`config.mk`:
```
export PLATFORM = sky130hd
export DESIGN_NAME = bus_requester_flat
export DESIGN_NICKNAME = d
export VERILOG_FILES = /design/src/rtl/arb_pkg.sv /design/src/rtl/bus_requester_if.sv /design/src/rtl/req_cmd_fifo.sv /design/src/rtl/bus_requester.sv /design/src/flat_wrapper.sv
export SDC_FILE = /design/constraint.sdc
export NUM_CORES = 1
export LEC_CHECK = 0
export CORE_UTILIZATION = 40
export DETAILED_ROUTE_END_ITERATION = 10
export SLEW_MARGIN = 20
export SYNTH_ARGS = -nofsm -noshare
export SYNTH_HDL_FRONTEND = slang
export SYNTH_SLANG_ARGS = --single-unit
```
`constraint.sdc`:
```
create_clock -name clk -period 3.5 [get_ports clk]
set_input_delay 0.7 -clock clk [delete_from_list [all_inputs] [get_ports clk]]
set_output_delay 0.7 -clock clk [all_outputs]
set_load 0.005 [all_outputs]
```
`src/rtl/arb_pkg.sv`:
```
// Shared arbitration definitions for bus requesters and the arbiter.
// Contents: requester FSM state encoding, encoded-grant constants and a
// helper that maps an arbiter port index to its grant code.
package arb_pkg;

    localparam int unsigned GNT_W = 4;

    // Requester FSM states; encodings are shared with the arbiter side.
    typedef enum logic [1:0] {
        IDLE = 2'd0,
        ARB  = 2'd1,
        DONE = 2'd2
    } arb_state_e;

    // Encoded grant: GNT_NONE means no port granted, GNT_BASE + k grants port k.
    localparam logic [GNT_W-1:0] GNT_NONE = 4'd0;
    localparam logic [GNT_W-1:0] GNT_BASE = 4'd1;

    // Grant code that selects the given arbiter port.
    function automatic logic [GNT_W-1:0] gnt_code(input int unsigned port);
        return GNT_BASE + GNT_W'(port);
    endfunction

endpackage

```
`src/rtl/bus_requester_if.sv`:
```
// Command and arbiter-bus signal bundle for bus_requester.
// Signals: cmd_valid/cmd_len/cmd_ready (command intake), REQ/GNT (arbiter
// handshake), beat_valid/beat_idx/beat_last (beat stream), done/timeout
// (burst completion and abort pulses).
// Modports: master = the requester, slave = command source plus arbiter.
interface bus_requester_if #(
    parameter int unsigned LEN_W = 4
);
    import arb_pkg::*;

    logic             cmd_valid;
    logic [LEN_W-1:0] cmd_len;
    logic             cmd_ready;
    logic             REQ;
    logic [GNT_W-1:0] GNT;
    logic             beat_valid;
    logic [LEN_W-1:0] beat_idx;
    logic             beat_last;
    logic             done;
    logic             timeout;

    modport master (
        input  cmd_valid, cmd_len, GNT,
        output cmd_ready, REQ, beat_valid, beat_idx, beat_last, done, timeout
    );

    modport slave (
        output cmd_valid, cmd_len, GNT,
        input  cmd_ready, REQ, beat_valid, beat_idx, beat_last, done, timeout
    );

endinterface

```
`src/rtl/req_cmd_fifo.sv`:
```
// Command queue for bus_requester: DEPTH-entry first-in first-out buffer.
// Ports: clk, rst_n (async active-low), push/wdata (write), pop (read),
// rdata_c (head entry, combinational), empty_c, full_c (combinational flags).
// A push and a pop in the same cycle are both honoured, even when full.
module req_cmd_fifo #(
    parameter int unsigned DEPTH = 4,
    parameter int unsigned WIDTH = 4
) (
    input  logic             clk,
    input  logic             rst_n,
    input  logic             push,
    input  logic [WIDTH-1:0] wdata,
    input  logic             pop,
    output logic [WIDTH-1:0] rdata_c,
    output logic             empty_c,
    output logic             full_c
);

    localparam int unsigned     PTR_W   = (DEPTH > 1) ? $clog2(DEPTH) : 1;
    localparam logic [PTR_W:0]  PTR_ONE = (PTR_W + 1)'(1);

    logic [WIDTH-1:0] mem_q [DEPTH];
    // Pointers carry one wrap bit so full and empty are distinguishable.
    logic [PTR_W:0]   wr_ptr_q;
    logic [PTR_W:0]   rd_ptr_q;

    assign empty_c = (wr_ptr_q == rd_ptr_q);
    assign full_c  = (wr_ptr_q[PTR_W] != rd_ptr_q[PTR_W]) &&
                     (wr_ptr_q[PTR_W-1:0] == rd_ptr_q[PTR_W-1:0]);
    assign rdata_c = mem_q[rd_ptr_q[PTR_W-1:0]];

    // Storage array; contents are don't-care until written.
    always_ff @(posedge clk) begin
        if (push) begin
            mem_q[wr_ptr_q[PTR_W-1:0]] <= wdata;
        end
    end

    // Read/write pointers.
    always_ff @(posedge clk or negedge rst_n) begin
        if (!rst_n) begin
            wr_ptr_q <= '0;
            rd_ptr_q <= '0;
        end else begin
            if (push) begin
                wr_ptr_q <= wr_ptr_q + PTR_ONE;
            end
            if (pop) begin
                rd_ptr_q <= rd_ptr_q + PTR_ONE;
            end
        end
    end

endmodule

```
`src/rtl/bus_requester.sv`:
```
// Burst requester: queues burst commands and, one at a time, requests the
// shared bus from an encoded-grant arbiter, issuing one beat per granted
// cycle until the burst's last beat, then pulsing done.
// Ports: clk, rst_n (async active-low), bus (bus_requester_if.master):
//   cmd_valid/cmd_len/cmd_ready  command intake (cmd_len = beats - 1)
//   REQ/GNT                      arbiter request / encoded grant
//   beat_valid/beat_idx/beat_last beat stream (combinational from GNT)
//   done/timeout                 one-cycle completion / abort pulses
// Optional feature macro REQ_TIMEOUT_EN: abort a burst after TIMEOUT cycles
// in ARB without a beat. Without it, timeout is tied 0 and ARB waits forever.
module bus_requester
    import arb_pkg::*;
#(
    parameter int unsigned PORT_ID = 0,
    parameter int unsigned LEN_W   = 4,
    parameter int unsigned QDEPTH  = 4,
    parameter int unsigned TIMEOUT = 255
) (
    input logic            clk,
    input logic            rst_n,
    bus_requester_if.master bus
);

    // Reject illegal parameter sets at elaboration.
    if ((PORT_ID > 3) || (QDEPTH < 2) || ((QDEPTH & (QDEPTH - 1)) != 0) ||
        (TIMEOUT == 0) || (LEN_W == 0)) begin : g_param_check
        $error("bus_requester: illegal parameter set");
    end

    localparam logic [GNT_W-1:0] GNT_SELF = gnt_code(PORT_ID);
    localparam logic [LEN_W-1:0] CNT_ONE  = LEN_W'(1);

    arb_state_e       state_q;
    arb_state_e       state_d;
    logic [LEN_W-1:0] len_q;
    logic [LEN_W-1:0] beat_cnt_q;
    logic             req_q;
    logic             done_q;
    logic             timeout_q;

    logic             granted_c;
    logic             beat_valid_c;
    logic             beat_last_c;
    logic             pop_c;
    logic             push_c;
    logic             wait_expire_c;
    logic             fifo_empty_c;
    logic             fifo_full_c;
    logic [LEN_W-1:0] fifo_rdata_c;

    // Grant decode and beat qualification; only our own grant code counts,
    // and only while requesting, so stale grants in IDLE/DONE are ignored.
    assign granted_c    = (bus.GNT == GNT_SELF);
    assign beat_valid_c = (state_q == ARB) && granted_c;
    assign beat_last_c  = beat_valid_c && (beat_cnt_q == len_q);

    // Queue control: the head is popped on IDLE->ARB. A command offered in
    // that same cycle is taken even if the queue looks full, since a slot
    // frees at the same edge; cmd_ready itself only reflects "not full".
    assign pop_c         = (state_q == IDLE) && !fifo_empty_c;
    assign push_c        = bus.cmd_valid && (!fifo_full_c || pop_c);
    assign bus.cmd_ready = !fifo_full_c;

    req_cmd_fifo #(
        .DEPTH (QDEPTH),
        .WIDTH (LEN_W)
    ) u_cmd_fifo (
        .clk     (clk),
        .rst_n   (rst_n),
        .push    (push_c),
        .wdata   (bus.cmd_len),
        .pop     (pop_c),
        .rdata_c (fifo_rdata_c),
        .empty_c (fifo_empty_c),
        .full_c  (fifo_full_c)
    );

`ifdef REQ_TIMEOUT_EN
    localparam int unsigned WAIT_W = $clog2(TIMEOUT + 1);

    logic [WAIT_W-1:0] wait_cnt_q;

    // Cycles spent in ARB since entry or the last beat; expiry fires on the
    // TIMEOUT-th consecutive beatless cycle.
    assign wait_expire_c = (state_q == ARB) && !beat_valid_c &&
                           (wait_cnt_q == WAIT_W'(TIMEOUT - 1));

    always_ff @(posedge clk or negedge rst_n) begin
        if (!rst_n) begin
            wait_cnt_q <= '0;
        end else if ((state_q != ARB) || beat_valid_c) begin
            wait_cnt_q <= '0;
        end else begin
            wait_cnt_q <= wait_cnt_q + WAIT_W'(1);
        end
    end
`else
    assign wait_expire_c = 1'b0;
`endif

    // State register.
    always_ff @(posedge clk or negedge rst_n) begin
        if (!rst_n) begin
            state_q <= IDLE;
        end else begin
            state_q <= state_d;
        end
    end

    // Next-state logic.
    always_comb begin
        state_d = state_q;
        unique case (state_q)
            IDLE: begin
                if (!fifo_empty_c) begin
                    state_d = ARB;
                end
            end
            ARB: begin
                if (beat_last_c) begin
                    state_d = DONE;
                end else if (wait_expire_c) begin
                    state_d = IDLE;
                end
            end
            DONE: begin
                state_d = IDLE;
            end
            default: begin
                state_d = IDLE;
            end
        endcase
    end

    // Burst length and beat counter. The counter holds on the final beat so
    // an all-ones length never wraps; it is reloaded on the next pop.
    always_ff @(posedge clk or negedge rst_n) begin
        if (!rst_n) begin
            len_q      <= '0;
            beat_cnt_q <= '0;
        end else if (pop_c) begin
            len_q      <= fifo_rdata_c;
            beat_cnt_q <= '0;
        end else if (beat_valid_c && !beat_last_c) begin
            beat_cnt_q <= beat_cnt_q + CNT_ONE;
        end
    end

    // Registered status outputs, aligned with the state they describe.
    always_ff @(posedge clk or negedge rst_n) begin
        if (!rst_n) begin
            req_q     <= 1'b0;
            done_q    <= 1'b0;
            timeout_q <= 1'b0;
        end else begin
            req_q     <= (state_d == ARB);
            done_q    <= (state_d == DONE);
            timeout_q <= wait_expire_c;
        end
    end

    assign bus.REQ        = req_q;
    assign bus.done       = done_q;
    assign bus.timeout    = timeout_q;
    assign bus.beat_valid = beat_valid_c;
    assign bus.beat_idx   = beat_cnt_q;
    assign bus.beat_last  = beat_last_c;

endmodule

```
`src/flat_wrapper.sv`:
```
// flat-port wrapper written by rule: the top's interface ports become plain ports
module bus_requester_flat import arb_pkg::*;
#(
    parameter int unsigned PORT_ID = 0,
    parameter int unsigned LEN_W   = 4,
    parameter int unsigned QDEPTH  = 4,
    parameter int unsigned TIMEOUT = 255
)
  (clk, rst_n, bus_cmd_valid, bus_cmd_len, bus_GNT, bus_cmd_ready, bus_REQ, bus_beat_valid, bus_beat_idx, bus_beat_last, bus_done, bus_timeout);
  bus_requester_if #(.LEN_W(LEN_W)) bus_i ();
  input logic clk;
  input logic rst_n;
  input wire logic [$bits(bus_i.cmd_valid)-1:0] bus_cmd_valid;
  input wire logic [$bits(bus_i.cmd_len)-1:0] bus_cmd_len;
  input wire logic [$bits(bus_i.GNT)-1:0] bus_GNT;
  output wire logic [$bits(bus_i.cmd_ready)-1:0] bus_cmd_ready;
  output wire logic [$bits(bus_i.REQ)-1:0] bus_REQ;
  output wire logic [$bits(bus_i.beat_valid)-1:0] bus_beat_valid;
  output wire logic [$bits(bus_i.beat_idx)-1:0] bus_beat_idx;
  output wire logic [$bits(bus_i.beat_last)-1:0] bus_beat_last;
  output wire logic [$bits(bus_i.done)-1:0] bus_done;
  output wire logic [$bits(bus_i.timeout)-1:0] bus_timeout;
  assign bus_i.cmd_valid = bus_cmd_valid;
  assign bus_i.cmd_len = bus_cmd_len;
  assign bus_i.GNT = bus_GNT;
  assign bus_cmd_ready = bus_i.cmd_ready;
  assign bus_REQ = bus_i.REQ;
  assign bus_beat_valid = bus_i.beat_valid;
  assign bus_beat_idx = bus_i.beat_idx;
  assign bus_beat_last = bus_i.beat_last;
  assign bus_done = bus_i.done;
  assign bus_timeout = bus_i.timeout;
  bus_requester #(.PORT_ID(PORT_ID), .LEN_W(LEN_W), .QDEPTH(QDEPTH), .TIMEOUT(TIMEOUT)) u_core (.clk(clk), .rst_n(rst_n), .bus(bus_i));
endmodule
```
==> impl_metrics.toml <==
[routing]
wl_per_cell_um = 14.2
dr.first_iter.drc_count = 54
postRouteAntennaNets = 0
vias = 858
drtPass1Iterations = 3
viasPerCell = 4.82
wl_um = 2540
drc = 0

[power_and_ir_drop]
p_leak_uw = 0.000723
p_per_area_nw_per_um2 = 743
ir_worst_vdd_mv = 0.394

[die]
initial_core_util_pct = 41.8
die_w_um = 64.1
coreArea_um2 = 3690
io_pins = 21
dieArea_um2 = 4110
row_count = 22
fp.dieH_um = 64.1

[synthesis]
synth_nets = 123
yosys_warnings = 0
synth_most_common_cell = "dfrtp_1"
syn_avg_cell_area_um2 = 14.6
ys_types = 32
yosysSeqAreaShare_pct = 60.3
ys.flop_type = "dfrtp_1"
syn_area_um2 = 1540
synth_edf_count = 16
syn_inst = 106
synth_area_leader_cell = "edfxtp_1"
synthTopCellsByArea = "edfxtp_1, dfrtp_1, mux4_2"
ys_ff_latch = 34
synthDominantCellAreaShare_pct = 31.1
async_flop_share_pct = 52.9
ys_top_cells_by_count = "dfrtp_1, edfxtp_1, inv_1"

[global_route]
grt_util_all_layers_pct = 15.4
grt_max_degree = 19
antenna_found_initial = 0
grt_overflow = 0
grt_pass1_vias = 946
grt_pass1_wl_um = 4630

[sta]
tns_ps = 0
clock_skew_ps = 4.01
holdWs_ps = 497
fin_crit_ps = 3150
maxSlewHeadroom_pct = 35.0
worstMarginPinSlew_ps = 975
setup_violations = 0
maxSlewViolCount = 0
hold_violations = 0
finalCritPeriodShare_pct = 90.1
rsz0062_at_grt = "false"
timing.fmax_mhz = 317

[clocking]
hold_buffers = 0
clkSinkCount = 34
cts_tree = "built"
clkTransAtPathRegs_ps = 60
insertion_delay_ps = 280
clockBufferDepth = 2
htree_levels = 2
cts-root-buf = "clkbuf_8"
cts_setup_buffers = 0
cts_resized = 0
cts_made_buffers = 5

[worst_setup_path]
crit_type = "in -> out"
cp-end-kind = "primary output"
reg2reg_to = "u_core.u_cmd_fifo.rd_ptr_q[1]$_DFFE_PN0P_"
crit_fanout = 9
r2r_start = "u_core.u_cmd_fifo.rd_ptr_q[0]$_DFFE_PN0P_"
crit_top_cell = "clkdlybuf4s50_1"
critPathLaunchType = "input port"
path_cells = "clkdlybuf4s50_1 > nor4b_2 > nand3b_2 > inv_1 > and2_1 > clkdlybuf4s50_1"
reg2reg_slack_ps = 1320
critical_path_arrival_ps = 2450
reg2reg_depth = 3
cpPeakStageDelay_ps = 510
critPathSlowestCell = "clkdlybuf4s50_1"
cp.required_ps = 2800

[cells_and_area]
drive_gt1_share_pct = 19.2
diodes = 0
syn_to_final_growth_pct = 20.0
final_cell_area_um2 = 1850
nFillCells = 338
multiInputGateArea_um2 = 551
seq_area_um2 = 931
layout.nets = 146

[job]
maxCapViolations = 0

[run_status]
status = "finished clean"

[placement]
io_buffers = 19
hpwlAfterDp_um = 1790
gp_congestion = 0.654
place_area_um2 = 1770

[min_path]
min_path_type = "reg -> reg"
whs_path_depth = 1
hp-start = "u_core.u_cmd_fifo.wr_ptr_q[2]$_DFFE_PN0P_"
whs_endpoint = "u_core.u_cmd_fifo.wr_ptr_q[2]$_DFFE_PN0P_"
==> flip-flops by register name (all words and copies together) (netlist names) <==
signal,flops
u_core.bus.REQ,1
u_core.bus.beat_idx,4
u_core.bus.done,1
u_core.len_q,4
u_core.state_q,2
u_core.u_cmd_fifo.mem_q,16
u_core.u_cmd_fifo.rd_ptr_q,3
u_core.u_cmd_fifo.wr_ptr_q,3
==> layout make-up <==
class | instances | area share [%]
Multi-Input combinational cell | 60 | 29.7
Inverter | 8 | 1.62
Clock inverter | 2 | 0.473
Sequential cell | 34 | 50.3
Timing Repair Buffer | 20 | 10.7
Tap cell | 48 | 3.25
Clock buffer | 6 | 3.92
==> metrics by stage <==
| stage | power, uW | std cells | setup WS (ps) | util, % |
|---|---|---|---|---|
| 6_report | 1370 | 178 | 347 | 50.2 |
| 2_1_floorplan | 972 | 106 | 1360 | - |
| 5_1_grt | 1490 | 178 | 196 | 50.2 |
| 3_5_place_dp | 1120 | 170 | 338 | 48.0 |
| 4_1_cts | 1400 | 178 | 334 | 50.2 |
| 3_3_place_gp | 1110 | 170 | 395 | 48.0 |
==> routing by layer <==
metal	global-route usage, %	vias to the layer above	part of all wire, %
met5	0	-	0
met4	5.56	0	1.1
met3	5.71	4	5.2
met2	24.6	23	47
met1	19.2	406	47
li1	-	425	-
==> power breakdown <==
part / switching, uW / internal [uW] / total, uW
Clock: 133 / 137 / 269
Combinational: 199 / 252 / 451
Sequential: 114 / 540 / 654
==> cells by family after synthesis <==
kind of cell / share of synthesized area [%]
AO/OA/AOI/OAI: 5.19
buffers and inverters: 3.97
AND/OR/NAND/NOR: 8.92
flip-flops: 60.3
multiplexers: 10.2
XOR/XNOR: 6.24
other: 0.243
adder cells (fa/ha/maj): 4.87
==> worst max-delay path, delay by kind of cell <==
family / cells / cell delay, ps
buffers and inverters: 3 / 1070
and+or+nand+nor: 3 / 680
==> worst max path at each step <==
stage / from / to / slack (ps)
2_1_floorplan: bus_GNT[1] / bus_beat_last / 1360
3_3_place_gp: bus_GNT[1] / bus_beat_last / 390
3_5_place_dp: bus_GNT[1] / bus_beat_last / 340
4_1_cts: bus_GNT[1] / bus_beat_last / 330
5_1_grt: bus_GNT[1] / bus_beat_last / 200
6_report: bus_GNT[1] / bus_beat_last / 350
==> cells in the final DEF (no fill, tap or decap), drive strengths merged, types with 3 or more instances in the layout <==
master / synthesis / routed
edfxtp: 16 / 16
inv: 8 / 8
dfrtp: 18 / 18
a21oi: 3 / 3
xnor2: 6 / 6
mux2: 6 / 6
and2: 3 / 3
clkbuf: 0 / 6
nor2: 5 / 5
ha: 6 / 6
xor2: 5 / 5
mux4: 4 / 4
clkdlybuf4s50: 0 / 19
nor3: 4 / 4
Power figures use the tool's default switching activity.
